### src/rtl/seg7_pkg.sv
// Shared constants and types for the multiplexed seven-segment scan driver.
package seg7_pkg;

  localparam int         PWM_PHASES = 16;
  localparam logic [7:0] SEG_BLANK  = 8'h00;

  // Entry n holds the g..a pattern for hex digit n (entry 0 is the low slice).
  localparam logic [15:0][6:0] HEX_SEG = {
    7'h71, 7'h79, 7'h5E, 7'h39, 7'h7C, 7'h77, 7'h6F, 7'h7F,
    7'h07, 7'h7D, 7'h6D, 7'h66, 7'h4F, 7'h5B, 7'h06, 7'h3F
  };

  typedef struct packed {
    logic [3:0] data;
    logic       dp;
    logic       blank;
  } digit_t;

  localparam digit_t DIGIT_RESET = '{data: 4'h0, dp: 1'b0, blank: 1'b1};

  function automatic int digit_idx_width(input int num_digits);
    return (num_digits > 1) ? $clog2(num_digits) : 1;
  endfunction

endpackage

### src/rtl/seg7_hex_decode.sv
// Hex nibble plus decimal point to active-high segment pattern; blank forces all segments off.
module seg7_hex_decode
  import seg7_pkg::*;
(
  input  logic [3:0] nibble_i,
  input  logic       dp_i,
  input  logic       blank_i,
  output logic [7:0] seg_o
);

  always_comb begin
    seg_o = {dp_i, HEX_SEG[nibble_i]};
    if (blank_i) seg_o = SEG_BLANK;
  end

endmodule

### src/rtl/seg7_scan_driver.sv
// N-digit multiplexed seven-segment driver: per-digit registers, frame snapshot,
// PWM brightness with a dead phase per digit, and leading-zero blanking.
module seg7_scan_driver
  import seg7_pkg::*;
#(
  parameter  int NUM_DIGITS = 2,
  parameter  int CLK_HZ     = 50_000_000,
  parameter  int REFRESH_HZ = 1000,
  localparam int IDX_W      = digit_idx_width(NUM_DIGITS),
  localparam int PHASE_DIV  = CLK_HZ / (REFRESH_HZ * NUM_DIGITS * PWM_PHASES)
) (
  input  logic                  clkin_50,
  input  logic                  rst_n,
  input  logic                  wr_en,
  input  logic [IDX_W-1:0]      wr_digit,
  input  logic [3:0]            wr_data,
  input  logic                  wr_dp,
  input  logic                  wr_blank,
  input  logic [3:0]            brightness,
  input  logic                  lzb_en,
  output logic [7:0]            seg7_data,
  output logic [NUM_DIGITS-1:0] seg7_char,
  output logic                  frame_tick
);

  localparam int PH_W  = $clog2(PWM_PHASES);
  localparam int PRE_W = (PHASE_DIV > 1) ? $clog2(PHASE_DIV) : 1;
  localparam logic [PRE_W-1:0] PRE_LAST     = PRE_W'(PHASE_DIV - 1);
  localparam logic [PH_W-1:0]  PH_LAST      = PH_W'(PWM_PHASES - 1);
  localparam logic [IDX_W-1:0] IDX_LAST     = IDX_W'(NUM_DIGITS - 1);
  localparam logic [IDX_W:0]   NUM_DIGITS_W = (IDX_W + 1)'(NUM_DIGITS);

  if (NUM_DIGITS < 1) begin : g_bad_num_digits
    $error("seg7_scan_driver: NUM_DIGITS must be at least 1");
  end
  if (PHASE_DIV < 1) begin : g_bad_phase_div
    $error("seg7_scan_driver: CLK_HZ too low for REFRESH_HZ and NUM_DIGITS");
  end

  logic [PRE_W-1:0] presc_q, presc_d;
  logic [PH_W-1:0]  phase_q, phase_d;
  logic [IDX_W-1:0] idx_q, idx_d;
  logic             frame_end;

  digit_t [NUM_DIGITS-1:0] work_q, work_d;
  digit_t [NUM_DIGITS-1:0] disp_q, disp_d;
  logic                    wr_hit;

  logic [NUM_DIGITS-1:0] lzb_blank;
  logic                  leading;
  digit_t                cur_digit;
  logic [7:0]            seg_d;
  logic [NUM_DIGITS-1:0] char_d;

  logic [7:0]            seg_q;
  logic [NUM_DIGITS-1:0] char_q;
  logic                  tick_q;

  // Prescaler feeds the 16-phase PWM counter, whose wrap steps the digit index.
  always_comb begin
    presc_d   = presc_q + 1'b1;
    phase_d   = phase_q;
    idx_d     = idx_q;
    frame_end = 1'b0;
    if (presc_q == PRE_LAST) begin
      presc_d = '0;
      phase_d = phase_q + 1'b1;
      if (phase_q == PH_LAST) begin
        if (idx_q == IDX_LAST) begin
          idx_d     = '0;
          frame_end = 1'b1;
        end else begin
          idx_d = idx_q + 1'b1;
        end
      end
    end
  end

  assign wr_hit = wr_en && ({1'b0, wr_digit} < NUM_DIGITS_W);

  // The snapshot reads work_q, so a write landing in the boundary cycle waits a frame.
  always_comb begin
    work_d = work_q;
    disp_d = disp_q;
    if (wr_hit) work_d[wr_digit] = '{data: wr_data, dp: wr_dp, blank: wr_blank};
    if (frame_end) disp_d = work_q;
  end

  always_comb begin
    lzb_blank = '0;
    leading   = lzb_en;
    for (int i = NUM_DIGITS - 1; i >= 1; i--) begin
      if (disp_q[i].blank || (disp_q[i].data == 4'h0 && !disp_q[i].dp)) lzb_blank[i] = leading;
      else leading = 1'b0;
    end
  end

  assign cur_digit = disp_q[idx_q];

  seg7_hex_decode u_decode (
    .nibble_i (cur_digit.data),
    .dp_i     (cur_digit.dp),
    .blank_i  (cur_digit.blank | lzb_blank[idx_q]),
    .seg_o    (seg_d)
  );

  // Phase 0 stays dark so the previous digit's segments never ghost onto the next.
  always_comb begin
    char_d = '0;
    if (phase_q != '0 && phase_q <= brightness) char_d = NUM_DIGITS'(1) << idx_q;
  end

  always_ff @(posedge clkin_50 or negedge rst_n) begin
    if (!rst_n) begin
      presc_q <= '0;
      phase_q <= '0;
      idx_q   <= '0;
      work_q  <= {NUM_DIGITS{DIGIT_RESET}};
      disp_q  <= {NUM_DIGITS{DIGIT_RESET}};
      seg_q   <= SEG_BLANK;
      char_q  <= '0;
      tick_q  <= 1'b0;
    end else begin
      presc_q <= presc_d;
      phase_q <= phase_d;
      idx_q   <= idx_d;
      work_q  <= work_d;
      disp_q  <= disp_d;
      seg_q   <= seg_d;
      char_q  <= char_d;
      tick_q  <= frame_end;
    end
  end

  assign seg7_data  = seg_q;
  assign seg7_char  = char_q;
  assign frame_tick = tick_q;

endmodule
### config.mk
export PLATFORM = sky130hd
export DESIGN_NAME = seg7_scan_driver
export DESIGN_NICKNAME = d
export VERILOG_FILES = /design/src/rtl/seg7_pkg.sv /design/src/rtl/seg7_hex_decode.sv /design/src/rtl/seg7_scan_driver.sv
export SDC_FILE = /design/constraint.sdc
export NUM_CORES = 1
export LEC_CHECK = 0
export BUFFER_PORTS_ARGS = -buffer_cell sky130_fd_sc_hd__buf_2
export CORE_ASPECT_RATIO = 2
export CORE_MARGIN = 4
export CORE_UTILIZATION = 60
export CTS_BUF_LIST = sky130_fd_sc_hd__clkbuf_4 sky130_fd_sc_hd__clkbuf_8
export DETAILED_ROUTE_END_ITERATION = 12
export GPL_TIMING_DRIVEN = 0
export PLACE_DENSITY = 0.81
export SLEW_MARGIN = 20
export SYNTH_ARGS = -nofsm -noshare
export SYNTH_HDL_FRONTEND = slang
export SYNTH_SLANG_ARGS = --single-unit
### constraint.sdc
create_clock -name clkin_50 -period 3.3 [get_ports clkin_50]
set_input_delay 0.99 -clock clkin_50 [delete_from_list [all_inputs] [get_ports clkin_50]]
set_output_delay 0.99 -clock clkin_50 [all_outputs]
set_load 0.03 [all_outputs]
==> results by group <==
GRT
  – GRT busiest layer: met2
  – Total grt overflow: 0
  – First-pass GRT wire length: 7.62 mm
  – Pin count of the biggest net entering global routing: 52
  – Vias in the first global route: 1772
  – Initial antenna violation count: 0
  – Total GRT Usage: 0.196
  – Met3 Track Usage GR: 0.0353
  – M1 GR Usage: 0.199
  – GR Util met2: 0.358

Die
  – Area of the die: 0.00516 mm2
  – Die height: 97.6 um
  – Core area: between 0.003 and 0.004 mm2
  – Die width: approximately 53 um
  – Initial core utilization: 0.620
  – Row cnt: 32
  – I/O Pins: 26

CTS
  – Postcts setup bufs: 0
  – CTS root buf: clkbuf_8
  – TritonCTS clock tree: yes
  – # hold bufs at CTS: 0
  – TritonCTS Sinks: 51
  – Resize count post-CTS: 0
  – Clock slew at reported path FFs: 0.09 ns
  – CTS max path bufs: 2
  – H-tree depth: 2
  – Clock latency on the worst-skew pair: 0.30 ns
  – CTS Buf Count: 5

Placement
  – Placed wire-length estimate: 3.25 mm
  – GP Congestion: 0.828
  – Placed cells: 271
  – Buffers on Ports: 25

Detailed routing
  – Via/cell ratio: 5.73
  – 1st-pass router iterations: 4
  – Via count: 1600
  – Drt drc: 0
  – Drt wl/cell: 15.6 um
  – Post-DRT Antenna Nets: 0
  – Post-Route WL: 4.34 mm
  – Initial DRC Count: 39

Timing
  – RSZ-0062 raised after global routing: false
  – Min Tclk post-route: 2.20 ns
  – Actual slew at the worst max-slew pin: 0.668 ns
  – Achievable Freq: 0.455 GHz
  – Clk_skew: 0.0124 ns
  – Hold Vio Cnt, Final: 0
  – Final Cycle Share: 0.665
  – Final Max Tran Viols: 0
  – Setup TNS: 0 ns
  – # setup viols final: 0
  – Worst rel slew slack: 0.555

Worst setup path
  – Worst reg-to-reg path cell count: 6
  – Worst r2r dst: seg7_data[3]
  – Worst reg2reg setup slack: 1.10 ns
  – Worst path slowest cell: mux2i_1
  – Worst path cell trace: clkbuf_8 > mux2i_1 > inv_1 > ha_1 > mux4_2 > nor2_1
  – CP Buf/Inv Count: 2
  – Critical path fanouts, max: 10
  – WP data required: 3.54 ns
  – Cell class contributing the biggest share of worst-path delay: multiplexers
  – Worst reg2reg path startpoint: idx_q
  – WS Path Type: flip-flop to flip-flop
  – Startpoint types: flip-flop
  – CP Capture Type: flip-flop
  – Largest stage delay, worst path: 0.47 ns
  – Crit path DAT: ~2.4 ns

Finish
  – ANT cells: 0
  – Layout Nets: between 200 and 300
  – Share of cells above drive strength 1: 0.311
  – P&R area growth vs syn: 13.6%
  – Final Non-Filler Cells: 279

Synthesis
  – Post-synthesis sequential area ratio: 0.532
  – Cells after Synth: 195
  – Yosys warns: 0
  – Syn Nets: 224
  – Synthesis-stage register bit count: 51
  – Unique masters post-synth: 37
  – Post-synthesis cell area: 0.00241 mm2
  – Mean Syn Cell Area: 12.4 um2

Power
  – Maximum vdd drop: 421 uV
  – P per Cell Area: 446 mW/mm2
  – Pleak: between 1 and 1.5 nW

Outcome
  – Status: finished clean

Hold path
  – WHS Endpoint: presc_q[0]
  – Hold Crit Class: flip-flop to flip-flop
  – Hold_sp: presc_q[0]
  – Min-Delay Path Depth: 1

Flow run
  – Total of max-cap violations: 0
power by group:
group	total (mW)	switching (mW)	internal, mW	leakage, nW
Sequential	0.659	0.0106	0.649	0.630
Combinational	0.0533	0.0261	0.0273	0.567
Clock	0.510	0.198	0.311	0.0688
metal layers:
layer	share of wire	routed length, um	vias up
li1	-	-	756
met1	0.35	1520	796
met2	0.59	2540	32
met3	0.028	121	16
met4	0.037	159	0
met5	0	0	-
cells by family after synthesis:
| family | after synthesis | share of synthesized area |
|---|---|---|
| muxes | 32 | 0.152 |
| and+or+nand+nor | 50 | 0.113 |
| DFF | 51 | 0.532 |
| adders and majority gates | 14 | 0.0727 |
| AOI/OAI and AO/OA | 20 | 0.0566 |
| xor gates and xnor gates | 11 | 0.0400 |
| buffers and inverters | 17 | 0.0343 |
area by class of cell:
| type | count | area, um2 |
|---|---|---|
| plain buffers | 5 | 37.5 |
| clock buffers | 6 | 76.3 |
| clock inverters | 2 | 60.1 |
| fillers | 291 | 1150 |
| inverters | 12 | 45.0 |
| multi-input cells | 127 | 1050 |
| flip-flops and latches | 51 | 1280 |
| well taps | 51 | 63.8 |
| repair buffers | 25 | 128 |
cells in the mapped netlist:
| library cell | n | area [um2] |
|---|---|---|
| nor3_1 | 4 | 20.0 |
| nand4b_1 | 2 | 17.5 |
| a21oi_1 | 5 | 25.0 |
| or4_4 | 1 | 11.3 |
| dfrtp_1 | 47 | 1180 |
| clkbuf_8 | 1 | 13.8 |
| dfstp_2 | 4 | 105 |
| or3_1 | 2 | 12.5 |
| o21ai_0 | 3 | 15.0 |
| or4_1 | 1 | 7.51 |
| a221oi_1 | 5 | 43.8 |
| a31oi_1 | 2 | 12.5 |
| nand3_1 | 6 | 30.0 |
| a211o_1 | 1 | 8.76 |
| clkbuf_1 | 2 | 7.51 |
| nand4_1 | 4 | 25.0 |
| or2_2 | 1 | 6.26 |
| a211oi_1 | 2 | 15.0 |
| a21o_1 | 1 | 7.51 |
| xnor2_1 | 6 | 52.6 |
| nor2b_1 | 1 | 6.26 |
| nand2_1 | 7 | 26.3 |
| ha_1 | 14 | 175 |
| inv_1 | 12 | 45.0 |
| and2_1 | 1 | 6.26 |
| mux4_2 | 1 | 22.5 |
| nor4_4 | 1 | 21.3 |
| mux2_2 | 26 | 293 |
| nor2_1 | 16 | 60.1 |
| nor4_1 | 1 | 6.26 |
| a311oi_1 | 1 | 8.76 |
| nor3_2 | 1 | 10.0 |
| mux2i_1 | 5 | 50.1 |
| buf_2 | 1 | 5.00 |
| and3_1 | 1 | 6.26 |
| xor2_1 | 5 | 43.8 |
| buf_6 | 1 | 11.3 |
placed cells by master (no fill, tap or decap), types with 6 or more instances in the layout:
cell type and instances:
mux2_2 26, dfrtp_1 47, nand3_1 6, xnor2_1 6, clkbuf_8 6, nand2_1 7
ha_1 14, nor2_1 16, inv_1 12, buf_2 25
worst max-delay path by stage:
stage / start / endpoint / cells after the start
after floorplan: brightness[2] / seg7_char[0] / 5
after global placement: brightness[2] / seg7_char[0] / 6
after detailed placement: brightness[2] / seg7_char[0] / 6
after CTS: idx_q / seg7_data[3] / 6
after global routing: idx_q / seg7_data[3] / 6
final: idx_q / seg7_data[3] / 6
per-stage QoR:
stage / util / instance area (um2) / setup slack [ns] / hold slack, ns / power [mW]
2_1_floorplan: - / 2410 / 1.18 / 0.461 / 0.696
3_3_place_gp: 0.669 / 2600 / 1.03 / 0.477 / 0.724
3_5_place_dp: 0.669 / 2600 / 0.990 / 0.495 / 0.727
4_1_cts: 0.704 / 2740 / 1.12 / 0.508 / 1.23
5_1_grt: 0.705 / 2740 / 0.871 / 0.519 / 1.27
6_report: 0.705 / 2740 / 1.10 / 0.506 / 1.22
worst reg2reg max path: stages (launching register included):
cell	delay (ns)
dfrtp_1	0.43
clkbuf_8	0.21
mux2i_1	0.48
inv_1	0.19
ha_1	0.28
mux4_2	0.46
nor2_1	0.09
registers in the layout (all words and copies together) (netlist names):
| name | cells |
|---|---|
| seg7_char | 2 |
| disp_q | 12 |
| frame_tick | 1 |
| presc_q | 11 |
| work_q | 12 |
| seg7_data | 8 |
| idx_q | 1 |
| phase_q | 4 |
(Power assumes the default switching activity.)
